## src/rtl/oled_pkg.sv

```systemverilog
// Shared definitions for the OLED IIC write path: phase encodings,
// IIC device/control bytes and small helper functions.
package oled_pkg;

   // Sequencer phase encoding (3 bits, also exported as the debug phase output)
   typedef enum logic [2:0] {
      ST_IDLE  = 3'd0,
      ST_INIT  = 3'd1,
      ST_CLEAR = 3'd2,
      ST_FONT  = 3'd3,
      ST_WAIT  = 3'd4,
      ST_NUM   = 3'd5,
      ST_ERROR = 3'd6
   } phase_e;

   // IIC framing bytes shared by every phase generator
   localparam logic [7:0] IIC_DEV_ADDR = 8'h78;
   localparam logic [7:0] CTRL_CMD     = 8'h00;
   localparam logic [7:0] CTRL_DAT     = 8'h40;

   // Width of a counter that must reach max(a,b)-1; never narrower than 1 bit
   function automatic int unsigned cnt_width(input int unsigned a, input int unsigned b);
      int unsigned m;
      m = (a > b) ? a : b;
      return (m < 2) ? 1 : $clog2(m);
   endfunction

   // Phases that own the IIC writer
   function automatic logic is_active(input phase_e s);
      return (s == ST_INIT) || (s == ST_CLEAR) || (s == ST_FONT) || (s == ST_NUM);
   endfunction

endpackage

```

## src/rtl/oled_tick_counter.sv

```systemverilog
// Shared clear/enable/terminal-count counter. Used as the refresh timer while
// waiting and as the write_done watchdog while a phase is active. Saturates at
// all-ones instead of wrapping.
module oled_tick_counter #(
   parameter int unsigned WIDTH = 8
) (
   input  logic             clk_i,
   input  logic             rst_i,
   input  logic             clr_i,
   input  logic             en_i,
   input  logic [WIDTH-1:0] term_i,
   output logic             tc_o
);

   logic [WIDTH-1:0] cnt_q, cnt_d;

   // Next count: clear has priority, then saturating increment when enabled
   always_comb begin
      // NOTE: assign a default first so every path drives cnt_d and no latch is inferred.
      cnt_d = cnt_q;
      if (clr_i) begin
         cnt_d = '0;
      end else if (en_i && (cnt_q != '1)) begin
         cnt_d = cnt_q + 1'b1;
      end
   end

   // Count register with synchronous reset
   always_ff @(posedge clk_i) begin
      // NOTE: non-blocking assignment so every register samples pre-edge values.
      if (rst_i) begin
         cnt_q <= '0;
      end else begin
         cnt_q <= cnt_d;
      end
   end

   assign tc_o = (cnt_q == term_i);

endmodule

```

## src/rtl/oled_phase_sequencer.sv

```systemverilog
// Top-level scheduler for the OLED IIC write path. Steps INIT -> CLEAR -> FONT,
// then refreshes NUM periodically. Hands the single IIC byte writer to the
// active phase generator: muxes its word out and gates write_done back to it.
module oled_phase_sequencer
   import oled_pkg::*;
#(
   parameter int unsigned REFRESH_CYCLES = 50_000_000,
   parameter int unsigned TIMEOUT_CYCLES = 1_000_000
) (
   input  logic        sys_clk,
   input  logic        rst,
   input  logic        start,
   input  logic [23:0] init_data,
   input  logic [23:0] clear_data,
   input  logic [23:0] font_data,
   input  logic [23:0] num_data,
   input  logic        init_fin,
   input  logic        clear_fin,
   input  logic        font_fin,
   input  logic        num_fin,
   output logic        init_req,
   output logic        clear_req,
   output logic        font_req,
   output logic        num_req,
   output logic        init_done,
   output logic        clear_done,
   output logic        font_done,
   output logic        num_done,
   output logic        iic_req,
   output logic [23:0] iic_data,
   input  logic        write_done,
   output logic        busy,
   output logic        err,
   output logic [2:0]  phase
);

   localparam int unsigned      CNT_W      = cnt_width(REFRESH_CYCLES, TIMEOUT_CYCLES);
   localparam logic [CNT_W-1:0] REFRESH_TC = CNT_W'(REFRESH_CYCLES - 1);
   localparam logic [CNT_W-1:0] TIMEOUT_TC = CNT_W'(TIMEOUT_CYCLES - 1);

   phase_e           state_q, state_d;
   logic             init_req_q, clear_req_q, font_req_q, num_req_q;
   logic             iic_req_q, busy_q, err_q;
   logic             active;
   logic             cnt_tc, cnt_clr, cnt_en, wd_expire;
   logic [CNT_W-1:0] cnt_term;

   assign active    = is_active(state_q);
   // A write_done in the terminal cycle rescues the phase from the watchdog
   assign wd_expire = cnt_tc & ~write_done;

   // Next-state logic: only the active phase's fin is honoured, and fin beats expiry
   always_comb begin
      state_d = state_q;
      case (state_q)
         ST_IDLE, ST_ERROR: if (start) state_d = ST_INIT;
         ST_INIT: begin
            if (init_fin)       state_d = ST_CLEAR;
            else if (wd_expire) state_d = ST_ERROR;
         end
         ST_CLEAR: begin
            if (clear_fin)      state_d = ST_FONT;
            else if (wd_expire) state_d = ST_ERROR;
         end
         ST_FONT: begin
            if (font_fin)       state_d = ST_WAIT;
            else if (wd_expire) state_d = ST_ERROR;
         end
         ST_NUM: begin
            if (num_fin)        state_d = ST_WAIT;
            else if (wd_expire) state_d = ST_ERROR;
         end
         ST_WAIT: if (cnt_tc) state_d = ST_NUM;
         default: state_d = ST_IDLE;
      endcase
   end

   // Counter restarts on every state change and on each accepted write_done
   assign cnt_clr  = (state_d != state_q) | (active & write_done);
   assign cnt_en   = active | (state_q == ST_WAIT);
   assign cnt_term = (state_q == ST_WAIT) ? REFRESH_TC : TIMEOUT_TC;

   oled_tick_counter #(
      .WIDTH (CNT_W)
   ) u_tick_counter (
      .clk_i  (sys_clk),
      .rst_i  (rst),
      .clr_i  (cnt_clr),
      .en_i   (cnt_en),
      .term_i (cnt_term),
      .tc_o   (cnt_tc)
   );

   // State register plus outputs registered from the next state so they track state exactly
   always_ff @(posedge sys_clk) begin
      if (rst) begin
         state_q     <= ST_IDLE;
         init_req_q  <= 1'b0;
         clear_req_q <= 1'b0;
         font_req_q  <= 1'b0;
         num_req_q   <= 1'b0;
         iic_req_q   <= 1'b0;
         busy_q      <= 1'b0;
         err_q       <= 1'b0;
      end else begin
         state_q     <= state_d;
         init_req_q  <= (state_d == ST_INIT);
         clear_req_q <= (state_d == ST_CLEAR);
         font_req_q  <= (state_d == ST_FONT);
         num_req_q   <= (state_d == ST_NUM);
         iic_req_q   <= is_active(state_d);
         busy_q      <= (state_d != ST_IDLE) && (state_d != ST_ERROR);
         err_q       <= (state_d == ST_ERROR);
      end
   end

   // Word mux: the active generator's word, zero when no phase owns the writer
   always_comb begin
      iic_data = 24'h0;
      case (state_q)
         ST_INIT:  iic_data = init_data;
         ST_CLEAR: iic_data = clear_data;
         ST_FONT:  iic_data = font_data;
         ST_NUM:   iic_data = num_data;
         default:  iic_data = 24'h0;
      endcase
   end

   assign init_done  = write_done & (state_q == ST_INIT);
   assign clear_done = write_done & (state_q == ST_CLEAR);
   assign font_done  = write_done & (state_q == ST_FONT);
   assign num_done   = write_done & (state_q == ST_NUM);

   assign init_req   = init_req_q;
   assign clear_req  = clear_req_q;
   assign font_req   = font_req_q;
   assign num_req    = num_req_q;
   assign iic_req    = iic_req_q;
   assign busy       = busy_q;
   assign err        = err_q;
   assign phase      = state_q;

endmodule
```

## config.mk

```make
export PLATFORM = sky130hd
export DESIGN_NAME = oled_phase_sequencer
export DESIGN_NICKNAME = d
export VERILOG_FILES = /design/src/rtl/oled_pkg.sv /design/src/rtl/oled_tick_counter.sv /design/src/rtl/oled_phase_sequencer.sv
export SDC_FILE = /design/constraint.sdc
export NUM_CORES = 1
export LEC_CHECK = 0
export CAP_MARGIN = 0
export CORE_UTILIZATION = 39
export DETAILED_ROUTE_END_ITERATION = 16
export PLACE_DENSITY = 0.82
export SLEW_MARGIN = 20
export SYNTH_ARGS = -nofsm -noshare
export SYNTH_HDL_FRONTEND = slang
export SYNTH_SLANG_ARGS = --single-unit
```

## constraint.sdc

```tcl
create_clock -name sys_clk -period 3 [get_ports sys_clk]
set_clock_uncertainty 0.1 [all_clocks]
set_input_delay 0.75 -clock sys_clk [delete_from_list [all_inputs] [get_ports sys_clk]]
set_output_delay 0.75 -clock sys_clk [all_outputs]
set_load 0.005 [all_outputs]
```

# After elaboration in Yosys (flattened, before gate mapping)
# Cells that the tools add are included.
[totals]
inputBits = 104
out_inout_bits = 38
reg_bits = 36
elab_cells = 56
[classes]
n_addsub = 1
n_bitwise = 9
reduce_logical = 12
eq_ne = 15
muxes = 10
[op_table]
columns = ["operator", "count"]
rows = [
  ["24-bit case mux with 4 select lines", 1],
  ["26-bit by 1-bit adder with 26-bit output (second input constant)", 1],
  ["26-bit equality test", 1],
  ["26-bit two-way mux", 1],
  ["26-bit != test (second input constant)", 1],
  ["3-bit two-way mux", 7],
  ["3-bit case mux with 6 select lines", 1],
  ["3-bit equality test (second input constant)", 5],
  ["3-bit by 2-bit equality test with 1-bit output (second input constant)", 4],
  ["1-bit bitwise AND", 6],
  ["3-bit by 1-bit equality test with 1-bit output (second input constant)", 2],
  ["1-bit logical OR", 6],
  ["2-bit OR reduction", 2],
  ["3-bit logical NOT", 1],
  ["3-bit != test", 1],
  ["3-bit != test (second input constant)", 1],
  ["3-bit nonzero test", 1],
  ["1-bit logical AND", 2],
  ["1-bit bitwise OR", 2],
  ["1-bit NOT", 1],
]

# Logic depth before layout (Yosys ltp)
# Gate-level depths: netlist of run 1.
[depth]
word_depth = 11
depth_mapped = 8
depth_no_buf = 7

# By module
# A second synthesis of run 1 with hierarchy kept.
[unflattened]
hier_cells = 374
hier_area_um2 = 2971.6
[modules_own_cells]
columns = ["mod", "seq_area_each_um2", "area_per_inst_um2", "cells_each", "n_inst"]
rows = [
  ["oled_tick_counter", 520.5, 1831.8, 214, 1],
  ["oled_phase_sequencer", 200.2, 1139.8, 160, 1],
]

# Worst setup path before layout of run 1
# OpenSTA, ideal clock, no wires.
[synth_path]
path_type = "flip-flop to flip-flop"
start = "register u_tick_counter.cnt_q[7]"
end = "register u_tick_counter.cnt_q[19]"
stages_incl_launch_ff = 8
arrival_time_ps = 2322
period_less_slack_ps = 2537
setup_slack_ps = 463
path_cell_list = "dfxtp_1 -> or4b_1 -> or4_4 -> a211o_1 -> a21boi_1 -> o31ai_4 -> buf_6 -> nor2_1"
[synth_between]
elab_chain_len = 8
[synth_lines]
columns = ["element", "line", "text"]
rows = [
  ["from (decl)", "oled_tick_counter.sv:15", "logic [WIDTH-1:0] cnt_q, cnt_d;"],
  ["from (signal assigned)", "oled_tick_counter.sv:34", "cnt_q <= cnt_d;"],
  ["26-bit equality test", "oled_tick_counter.sv:38", "assign tc_o = (cnt_q == term_i);"],
  ["1-bit bitwise AND", "oled_phase_sequencer.sv:50", "assign wd_expire = cnt_tc & ~write_done;"],
  ["3-bit two-way mux", "--", ""],
  ["3-bit two-way mux, on equally long branches", "--", ""],
  ["3-bit case mux with 6 select lines", "oled_phase_sequencer.sv:55", "case (state_q)"],
  ["3-bit != test", "oled_phase_sequencer.sv:79", "assign cnt_clr = (state_d != state_q) | (active & write_done);"],
  ["1-bit bitwise OR", "oled_phase_sequencer.sv:79", ""],
  ["2-bit OR reduction (no source line)", "--", ""],
]
# Parallel ways exist; a longest one is shown, timed or not.
# A chain may end at the register's enable or synchronous reset.

# Worst setup path in the final report of run 1
[layout_path]
start = "register state_q[2], in the netlist phase[2]"
end = "output iic_data[13]"
[layout_between]
elab_chain_len = 2
[layout_lines]
columns = ["element", "line", "text"]
rows = [
  ["from (decl)", "oled_phase_sequencer.sv:41", "phase_e state_q, state_d;"],
  ["from (signal assigned)", "oled_phase_sequencer.sv:106", "state_q <= state_d;"],
  ["3-bit equality test, or another cell as far along", "oled_phase_sequencer.sv:120", "case (state_q)"],
  ["24-bit case mux with 4 select lines (*)", "oled_phase_sequencer.sv:120", ""],
  ["to (decl)", "oled_phase_sequencer.sv:30", "output logic [23:0] iic_data,"],
]
# Every way passes the cells marked *; elsewhere a longest branch is shown, timed or not.

==> results of run 1 <==
## power groups by stage
stage	clock network (mW)	logic (mW)	registers, mW
final	0.315	0.457	0.498
after global routing	0.345	0.489	0.500
after CTS	0.323	0.446	0.498
after detailed placement	0	0.434	0.509
after global placement	0	0.429	0.509
after floorplan	0	0.156	0.509
## critical path: cells and delay by family (launching register included)
kind | cells | cell delay, ps
flops | 1 | 380
simple gates | 3 | 460
buf+inv | 3 | 850
compound gates | 1 | 70
## logic make-up (layout without fill, tap and decap cells)
logic type | count (synthesis) | after routing | synth area share (%)
buffers and inverters | 25 | 179 | 4.44
multiplexers | 3 | 3 | 1.21
flip-flops | 36 | 36 | 29.0
AO/OA/AOI/OAI | 81 | 82 | 25.3
adder cells (fa/ha/maj) | 1 | 1 | 0.504
AND/OR/NAND/NOR | 150 | 150 | 30.7
XOR/XNOR | 25 | 25 | 8.82
## registers in the layout, summed over array words and instances, names as in the netlist
signal	flops
u_tick_counter.cnt_q	26
phase	3
busy	1
clear_req	1
err	1
font_req	1
iic_req	1
init_req	1
num_req	1
## path summary, 6_finish.rpt
path,startpoint,to
worst max register to register,u_tick_counter.cnt_q[10],u_tick_counter.cnt_q[17]
worst min-delay path,u_tick_counter.cnt_q[4],u_tick_counter.cnt_q[4]
worst max-delay path,phase[2],iic_data[13]
worst min register to register,u_tick_counter.cnt_q[4],u_tick_counter.cnt_q[4]
## Yosys cell counts, types with 2 or more instances
library cell	n
a21o_1	2
a21oi_1	6
a22oi_1	48
a31oi_1	5
and2_1	4
and3_1	4
buf_6	2
clkbuf_1	14
dfxtp_1	36
inv_1	8
mux2i_1	3
nand2_1	38
nand2b_1	5
nand3_1	6
nand4_1	7
nor2_1	43
nor2b_1	5
nor3_1	10
nor3b_1	4
nor4_1	3
nor4b_1	3
o21ai_0	4
o21bai_1	2
o31a_1	2
or2_2	3
or3_1	2
or4_1	2
xnor2_1	21
xor2_1	4
## repair_timing
item,4_1_cts,5_1_grt
endpoints found under the setup margin,37,39
hold buffers,0,0
cloned,1,1
resized for setup,2,14
pin swaps,0,0
## through the flow
step	setup TNS [ps]	hold WS, ps	util [%]	worst slack, ps
after floorplan	0	380	-	463
after global placement	0	397	68.0	19.6
after detailed placement	-423	408	68.0	-36.0
after CTS	0	427	69.6	1.68
after global routing	0	452	70.4	2.94
final	0	421	70.4	92.6
## metal layers
layer	share of wire (%)	vias to the layer above	global-route usage [%]
met5	0	-	0
met4	2.2	0	9.30
met3	8.9	19	7.44
met2	51	113	49.3
met1	38	1402	30.2
li1	-	1487	-
## final cells by class
class,count,area (µm²)
Timing Repair Buffer,164,1620
Clock buffer,6,72.6
Tap cell,75,93.8
Sequential cell,36,727
Multi-Input combinational cell,261,1690
Fill cell,499,1780
Clock inverter,1,5.00
Inverter,8,30.0
==> out/metrics.cfg, run 1 <==
[place]
place_area_um2 = 4100
dpl.hpwl_um = 7270
gp_congestion = 0.859
portBuffers = 141
dp.cells = 542

[timing]
fin_crit_ps = 2910
worst_slew_pin_slew_ps = 875
max-slew-margin-rel_pct = 40.1
post-route-period-util_pct = 96.9
maxSlewViolCount = 0
setup_viol = 0
fmax_mhz = 344
final_hold_viol_count = 0
rsz0062_at_grt = no

[yosys]
synth_seq_area_share_pct = 29.0
synth.distinct_cells = 54
synth_nets = 426
synth-seq-cells = 36
syn_inst = 321
yosysWarnings = 0
synth.area.top_cells = dfxtp_1, a22oi_1, xnor2_1
netlist.top_cell.by_area = dfxtp_1
synth_edf_count = 0
syn_area_per_cell_um2 = 7.73
syn_area_um2 = 2480
async_reset_ff_share_pct = 0
ys.flop_type = dfxtp_1
synth_top_area_share_pct = 29.0

[routing]
ant_nets = 0
vias = 3021
drt-initial-drc-count = 144
vias_per_cell = 5.48
drtPass1Iterations = 5
wl_um = 9360
avgRoutedWirePerCell_um = 17.0
drcViolationCount = 0

[setup_path]
r2r_cells = 6
critical_path.cell_chain = buf_4, nand2b_2, nor2_4, buf_8, a22oi_1, nand2_1, clkdlybuf4s50_1
crit_path_end_kind = primary output
start_kind = register
slowest_stage = clkdlybuf4s50_1
cp_max_fo = 13
r2r_slack_ps = 250
slowest_delay_ps = 510
path_class = reg2out
crit_arrival_ps = 2060
worst-endpoint-required_ps = 2150

[global_route]
antenna_found_initial = 0
grt_pass1_wl_um = 13900
overflow = 0
grtUsageTotal_pct = 27.2
grt_pass1_vias = 2941
grt_start_max_net_pins = 26

[floorplan]
rows = 28
ios = 142
die_w_um = 81.8
die-height_um = 81.8
core-area_um2 = 6030
initial_core_util_pct = 41.2
die-area_um2 = 6690

[power]
p_sw_mw = 0.344
comb_power_share_pct = 35.9
power_frac_seq_pct = 39.2
leakage_nw = 1.49
internal-power_mw = 0.926
p_per_area_nw_per_um2 = 300
clockPowerShare_pct = 24.8
total_power_mw = 1.27
ir_drop_mv = 0.396
swShare_pct = 27.1

[cts]
cts_root_buffer = clkbuf_8
htree_levels = 2
cts.sinks = 36
clk_pin_slew_ps = 70
cts_buffer_depth = 2
cts_buffers = 5
tritoncts = built
clock_latency_ps = 280
post_cts.repair.setup_buffers = 0

[cells_and_area]
final_common_cell = clkdlybuf4s50_1
final_area_um2 = 4240
syn_to_final_growth_pct = 70.9
final_cells = 551
layout-drive-gt1-share_pct = 9.87
insertedDiodeCount = 0
final_cell_mix = clkdlybuf4s50_1, a22oi_1, nor2_1, nand2_1, dfxtp_1
nets = 581

[run]
drv_cap = 0

[run_status]
outcome = finished clean

[worst_hold_path]
min_path_cells = 2
hp-class = reg2reg

Note: power is estimated with default switching activity, not from simulation.
==> run 2: changes to the inputs <==
==> constraint.sdc (replaced) <==
create_clock -name sys_clk -period 3.31 [get_ports sys_clk]
set_clock_uncertainty 0.1 [all_clocks]
set_input_delay 0.8275 -clock sys_clk [delete_from_list [all_inputs] [get_ports sys_clk]]
set_output_delay 0.8275 -clock sys_clk [all_outputs]
set_load 0.005 [all_outputs]
==> out/metrics.cfg, run 2 (synthesized netlist as in run 1, its figures left out) <==
[run_status]
outcome = finished clean

[cells_and_area]
nFillCells = 513  ; +2.8%
largest_register = u_tick_counter.cnt_q
largest_reg_flops = 26  ; unchanged
final_cell_mix = clkdlybuf4s50_1, a22oi_1, nor2_1, nand2_1, dfxtp_1
insertedDiodeCount = 0  ; unchanged
layout-drive-gt1-share_pct = 6.48  ; -3.4 points
final_common_cell = clkdlybuf4s50_1
nets = 567  ; -2.4%
syn_to_final_growth_pct = 65.6

[power]
ir_drop_mv = 0.380  ; -3.9%
leakage_nw = 1.42  ; -4.4%
total_power_mw = 1.22  ; -4.0%
p_per_area_nw_per_um2 = 297  ; -0.95%

[setup_path]
worstReg2RegStart = u_tick_counter.cnt_q[7]
crit_end = iic_data[13]
start_kind = register
r2r_slack_ps = 220  ; -30 ps
r2r_cells = 6  ; unchanged
path_class = reg2out
worst-endpoint-required_ps = 2380  ; +230 ps
crit_path_end_kind = primary output
cp_max_fo = 25  ; +12
crit_arrival_ps = 2180  ; +120 ps
critPathLaunch = phase[2]
r2r-end = u_tick_counter.cnt_q[2]

[routing]
vias = 2997  ; -0.79%
drcViolationCount = 0  ; unchanged
ant_nets = 0  ; unchanged
drt-initial-drc-count = 141  ; -2.1%
vias_per_cell = 5.57  ; +1.6%
avgRoutedWirePerCell_um = 17.1  ; +0.72%
drtPass1Iterations = 4  ; -1
wl_um = 9200  ; -1.7%

[floorplan]
die-height_um = 81.8  ; unchanged
die_w_um = 81.8  ; unchanged
initial_core_util_pct = 41.2  ; unchanged
rows = 28  ; unchanged
ios = 142  ; unchanged
die-area_um2 = 6690  ; unchanged
core-area_um2 = 6030  ; unchanged

[place]
portBuffers = 141  ; unchanged
gp_congestion = 0.865  ; +0.70%
dpl.hpwl_um = 7130  ; -1.9%

[global_route]
overflow = 0  ; unchanged
antenna_found_initial = 0  ; unchanged
grt_pass1_vias = 2717  ; -7.6%
grt_start_max_net_pins = 27  ; +3.8%
grtUsageTotal_pct = 26.0  ; -1.2 points
grt_pass1_wl_um = 13200  ; -5.1%

[timing]
maxSlewViolCount = 0  ; unchanged
fin_crit_ps = 3100
setup_tns_ps = 0  ; unchanged
setup_viol = 0  ; unchanged
fmax_mhz = 322
max-slew-margin-rel_pct = 32.6  ; -7.6 points
rsz0062_at_grt = no
worst_slew_pin_slew_ps = 1010  ; +136 ps
post-route-period-util_pct = 93.8
final_hold_viol_count = 0  ; unchanged

[cts]
htree_levels = 2  ; unchanged
cts_buffer_depth = 2  ; unchanged
cts_resized = 0  ; -2
cts.sinks = 36  ; unchanged
clock_latency_ps = 300  ; +20 ps
post_cts.repair.setup_buffers = 0  ; unchanged
clk_pin_slew_ps = 70  ; about the same
tritoncts = built
cts_root_buffer = clkbuf_8
cts_buffers = 5  ; unchanged
postCtsHoldBufs = 0  ; unchanged

[worst_hold_path]
hp-class = reg2reg

[run]
drv_cap = 0  ; unchanged

-- run 2: final cells by class --
cell class / instances / area, µm² / area share, %
Multi-Input combinational cell: 260 / 1650 / 40.2
Timing Repair Buffer: 151 / 1500 / 36.5
Sequential cell: 36 / 723 / 17.6
Tap cell: 75 / 93.8 / 2.28
Clock buffer: 5 / 68.8 / 1.67
Clock inverter: 3 / 42.5 / 1.03
Inverter: 8 / 30.0 / 0.730
-- run 2: routing by layer --
layer	vias up	part of all wire (%)	GRT usage [%]	wire (µm)
met5	-	0	0	0
met2	119	50	46.4	4620
met3	26	10	8.11	945
met4	0	3.1	11.8	289
met1	1395	36	27.7	3350
li1	1457	-	-	-
-- run 2: where the power goes --
| part | internal, mW | leakage [nW] | switching [mW] | total (mW) |
|---|---|---|---|---|
| logic | 0.238 | 1.08 | 0.146 | 0.384 |
| registers | 0.444 | 0.292 | 0.00801 | 0.452 |
| clock network | 0.223 | 0.0541 | 0.161 | 0.384 |
| total | 0.904 | 1.42 | 0.315 | 1.22 |
-- run 2: how the worst min path moves through the flow --
stage / startpoint / end / slack (ps) / cells past startpoint
finish: u_tick_counter.cnt_q[4] / u_tick_counter.cnt_q[4] / 450 / 2
detailed placement: u_tick_counter.cnt_q[4] / u_tick_counter.cnt_q[4] / 430 / 2
CTS: u_tick_counter.cnt_q[4] / u_tick_counter.cnt_q[4] / 450 / 2
global placement: u_tick_counter.cnt_q[4] / u_tick_counter.cnt_q[4] / 400 / 2
floorplan: u_tick_counter.cnt_q[4] / u_tick_counter.cnt_q[4] / 380 / 2
global route: u_tick_counter.cnt_q[3] / u_tick_counter.cnt_q[3] / 470 / 2
-- run 2: critical path, cell delays in order (launching register included) --
cell,delay [ps]
dfxtp_2,400
buf_4,180
nand2b_1,170
nor2_1,100
buf_4,290
a22oi_1,110
nand2_1,110
clkdlybuf4s50_1,510
-- run 2: metrics by stage --
stage	worst slack, ps	util [%]	cells	hold WS (ps)	area, µm²
2_1_floorplan	773	-	321	380	2480
3_3_place_gp	212	66.3	530	402	4000
3_5_place_dp	88.0	66.3	530	435	4000
4_1_cts	88.1	68.2	538	451	4110
5_1_grt	32.4	68.2	538	474	4110
6_report	207	68.2	538	453	4110
==> run 3: changes to the inputs <==
--- a/config.mk
+++ b/config.mk
@@ -13,3 +13,4 @@
 export SYNTH_ARGS = -nofsm -noshare
 export SYNTH_HDL_FRONTEND = slang
 export SYNTH_SLANG_ARGS = --single-unit
+export TNS_END_PERCENT = 20
==> results of run 3 <==
The final DEF is identical to that of run 2; final timing and power are the same.
